==> src/rtl/stopwatch_time_counter.sv <==
// MM:SS.CC BCD stopwatch datapath: prescaled centisecond cascade plus a
// lap-freezable registered display copy and a one-clock wrap pulse.
module stopwatch_time_counter #(
    parameter int unsigned TICKS_PER_CS = 10
) (
    input  logic        clk,
    input  logic        rst_n,
    input  logic        clk_en,
    input  logic        counting,
    input  logic        reset_timer,
    input  logic        lap_hold,
    output logic [23:0] disp_bcd,
    output logic        rollover
);

    localparam logic [7:0] PRE_MAX = 8'(TICKS_PER_CS - 1);

    logic [7:0]  pre_q, pre_d;
    logic [23:0] live_q, live_d;
    logic [23:0] disp_q, disp_d;
    logic        rollover_q, rollover_d;
    logic        advance;
    logic        cs_tick;
    logic        carry;

    always_comb begin
        advance    = clk_en && counting;
        cs_tick    = advance && (pre_q == PRE_MAX);
        pre_d      = pre_q;
        live_d     = live_q;
        carry      = cs_tick;
        disp_d     = lap_hold ? disp_q : live_q;

        if (advance) begin
            pre_d = cs_tick ? 8'd0 : pre_q + 8'd1;
        end

        // Ripple the tick from cs_o upward; sec_t and min_t (digits 3 and 5) wrap at 5.
        for (int i = 0; i < 6; i++) begin
            if (carry) begin
                if (live_q[4*i +: 4] == (((i == 3) || (i == 5)) ? 4'd5 : 4'd9)) begin
                    live_d[4*i +: 4] = 4'd0;
                end else begin
                    live_d[4*i +: 4] = live_q[4*i +: 4] + 4'd1;
                    carry            = 1'b0;
                end
            end
        end

        rollover_d = carry;

        if (reset_timer) begin
            pre_d      = 8'd0;
            live_d     = 24'h0;
            disp_d     = 24'h0;
            rollover_d = 1'b0;
        end
    end

    always_ff @(posedge clk or negedge rst_n) begin
        if (!rst_n) begin
            pre_q      <= 8'd0;
            live_q     <= 24'h0;
            disp_q     <= 24'h0;
            rollover_q <= 1'b0;
        end else begin
            pre_q      <= pre_d;
            live_q     <= live_d;
            disp_q     <= disp_d;
            rollover_q <= rollover_d;
        end
    end

    assign disp_bcd = disp_q;
    assign rollover = rollover_q;

endmodule

==> config.mk <==
export PLATFORM = sky130hd
export DESIGN_NAME = stopwatch_time_counter
export DESIGN_NICKNAME = d
export VERILOG_FILES = /design/src/rtl/stopwatch_time_counter.sv
export SDC_FILE = /design/constraint.sdc
export NUM_CORES = 1
export LEC_CHECK = 0
export BUFFER_PORTS_ARGS = -buffer_cell sky130_fd_sc_hd__buf_2
export CAP_MARGIN = 5
export CORE_MARGIN = 1
export CORE_UTILIZATION = 30
export CTS_CLUSTER_SIZE = 30
export DETAILED_ROUTE_END_ITERATION = 7
export PLACE_DENSITY_LB_ADDON = 0.3
export REMOVE_ABC_BUFFERS = 1
export SETUP_SLACK_MARGIN = 0.4
export SLEW_MARGIN = 15
export SYNTH_ARGS = -nofsm -noshare
export SYNTH_HDL_FRONTEND = slang
export SYNTH_SLANG_ARGS = --single-unit
==> constraint.sdc <==
create_clock -name clk -period 2.11 [get_ports clk]
set_input_delay 0 -clock clk [delete_from_list [all_inputs] [get_ports clk]]
set_output_delay 0 -clock clk [all_outputs]
set_load 0.02 [all_outputs]
==> flow_summary.ini <==
[final_layout]
n_antenna_cell = 0
area_growth_pct = 29.0
nets = 366
layout.cells.non_filler = 476
postLayoutCoreUtil_pct = 40.5
drive_above_1_share_pct = 29.4

[clocking]
ctsHtreeMaxLevel = 3
tritoncts = yes
insertion_delay_ns = 0.34
cts_sinks = 57
path_clk_slew_ns = 0.06
cts_root_buf = clkbuf_8
cts_buffer_depth = 2
cts_made_buffers = 9

[min_path]
hold_path.class = primary input to flop

[yosys]
synth_edf_count = 0
ys_warn_count = 0
synth_area_sq_mm = 0.00293
yosys.cell_types.count = 39
synth_area_per_cell_sq_um = 10.3
asyncSetResetFlopFracSynth_pct = 100
synth_cells = 285
seq_area_frac_synth_pct = 48.7
ys_ff_latch = 57
ys.flop_type = dfrtp_1

[sta]
setup_slack_ns = 0.261
hold_violations = 0
finalCriticalPeriod_ns = 1.85
rsz0062_at_grt = true
slew_headroom_pct = 47.9
setup_tns_ns = 0
clock_skew_ns = 0.00659
period_share_pct = 87.6
worst_pin_slew_ns = 0.781
fmax_ghz = 0.541
setup-violations-final = 0
slew_violations = 0

[power_and_ir_drop]
power_density_mw_per_mm2 = 532
leakage_nw = 1.83
total_power_w = 0.00201
peakVddDrop_uv = 240

[floorplan]
die_h_microns = 101
initial_utilization_pct = 31.4
io_pins = 31
die-area_sq_mm = 0.0102
rows = 35
core_sq_mm = 0.00933
die-width_microns = 101

[place]
gp_congestion = 0.782
portBuffers = 30
place_inst = 440
dp_hpwl_microns = 4250
dp_slack_ns = 0.108

[routing]
route.detailed.drc = 0
routedWlPerCell_microns = 15.1
num_vias = 2405
dr.pass1.iters = 4
routed_via_density = 5.05
ant_nets = 0
wl_microns = 7190
drt-initial-drc-count = 92

[worst_setup_path]
max_stage_delay_ns = 0.52
critPathSlowestCell = or4_1
end_kind = flop
crit_path_cell_trace = inv_1 -> ha_2 -> and3b_2 -> nand4_1 -> or4_1 -> a21oi_1
worst_setup_path_start_kind = flop
path_max_fanout = 6
path_class = flop to flop
critPathRequiredTime_ns = 2.37
critPathArrivalTime_ns = 2.11

[global_route]
grt_pass1_wl_microns = 12100
antenna_found_initial = 0
grt_pass1_vias = 2436
grt_max_degree = 31
groute.usage.overall_pct = 15.3
globalRouteOverflowTotal = 0

[run]
maxCapViolCount = 0

[outcome]
status = complete, no violations
layer usage:
layer	share of wire [%]	wire (microns)	up-vias	global-route usage [%]
li1	-	-	1159	-
met1	48	3460	1191	19.7
met2	47	3370	42	24.8
met3	3.0	215	13	2.70
met4	2.1	149	0	7.36
met5	0	0	-	0
registers in the layout (all words and copies together), names as in the netlist:
signal / count
disp_bcd: 24
pre_q: 8
live_q: 24
rollover: 1
where the power goes:
part           total [W]  switching, W  internal [W]
Clock           0.000810      0.000415      0.000395
Sequential       0.00110    0.00000140       0.00110
Combinational   0.000102     0.0000716     0.0000304
Total            0.00201      0.000488       0.00152
Yosys cell counts (4+ instances only):
| cell | n | area share (%) |
|---|---|---|
| dfrtp_1 | 57 | 49 |
| nor2_1 | 37 | 4.7 |
| mux2i_1 | 27 | 9.2 |
| a21oi_1 | 22 | 3.8 |
| o21ai_0 | 15 | 2.6 |
| ha_1 | 14 | 6.0 |
| nand3_1 | 13 | 2.2 |
| inv_1 | 11 | 1.4 |
| nand2_1 | 9 | 1.2 |
| or3_1 | 9 | 1.9 |
| clkbuf_1 | 8 | 1.0 |
| or4_1 | 7 | 1.8 |
| and3b_1 | 6 | 1.8 |
| and4_1 | 4 | 1.2 |
| nand4_1 | 4 | 0.85 |
layout make-up:
type,instances,area [sq um]
clock buffer,10,128
clock inverter,2,10.0
tap,129,161
inverter,11,41.3
fill,922,5550
sequential,57,1430
timing repair buffer,62,444
multi-input combinational,205,1560
per-stage QoR:
step | hold slack (ns) | cell area (sq um)
after detailed placement | 0.0762 | 3260
after CTS | 0.152 | 3590
after global routing | 0.234 | 3780
after global placement | 0.0756 | 3260
after floorplan | -0.296 | 2870
final | 0.162 | 3780
cells by family (layout without fill, tap and decap cells):
logic type	Yosys count	after routing	share of synthesized area, %
AND/OR/NAND/NOR	106	108	20.7
flip-flops	57	57	48.7
AO/OA/AOI/OAI	52	52	10.6
multiplexers	27	27	9.23
buffers and inverters	25	85	3.55
adder cells (fa/ha/maj)	14	14	5.98
XOR/XNOR	4	4	1.20
critical path: cells and delay by family, from the launching register on:
| kind | cells | cell delay (ns) |
|---|---|---|
| compound gates | 1 | 0.16 |
| fa+ha+maj | 1 | 0.19 |
| simple gates | 3 | 0.98 |
| buf+inv | 1 | 0.07 |
| flops | 1 | 0.39 |
repair_timing:
action / 4_1_cts / 5_1_grt
pin swaps: 8 / 3
buffers inserted: 11 / 9
hold buffers: 2 / 0
hold endpoints to repair: 30 / 0
gates resized for setup: 17 / 22
cloned: 2 / 0
setup endpoints to repair: 24 / 24
cell usage in the layout (no fill, tap or decap), types with 3 or more instances in the layout:
master,netlist,layout
nand4_1,4,4
dfrtp_1,57,56
ha_1,14,13
buf_6,1,3
nor2_1,37,37
mux2i_1,27,27
or3_1,9,7
and3b_2,0,4
a21oi_2,0,4
a21oi_1,22,18
nand3_1,13,11
buf_12,0,3
buf_4,0,24
nand2_1,9,7
o21ai_0,15,13
and4_1,4,3
buf_2,1,30
or4_1,7,5
inv_1,11,11
clkbuf_8,0,9
path summary, 6_finish.rpt:
| kind | from | endpoint | slack, ns | cells after the start |
|---|---|---|---|---|
| max | live_q[5]$_DFFE_PN0P_ | live_q[21]$_DFFE_PN0P_ | 0.26 | 6 |
| min | clk_en | pre_q[2]$_DFFE_PN0P_ | 0.16 | 5 |
| max reg2reg | live_q[5]$_DFFE_PN0P_ | live_q[21]$_DFFE_PN0P_ | 0.26 | 6 |
| min reg2reg | disp_bcd[4]$_DFFE_PN0P_ | disp_bcd[4]$_DFFE_PN0P_ | 0.51 | 2 |
| max in group asynchronous | rst_n | live_q[8]$_DFFE_PN0P_ | 1.28 | 3 |
| min in group asynchronous | rst_n | live_q[3]$_DFFE_PN0P_ | 0.22 | 2 |
(Power assumes the default switching activity.)
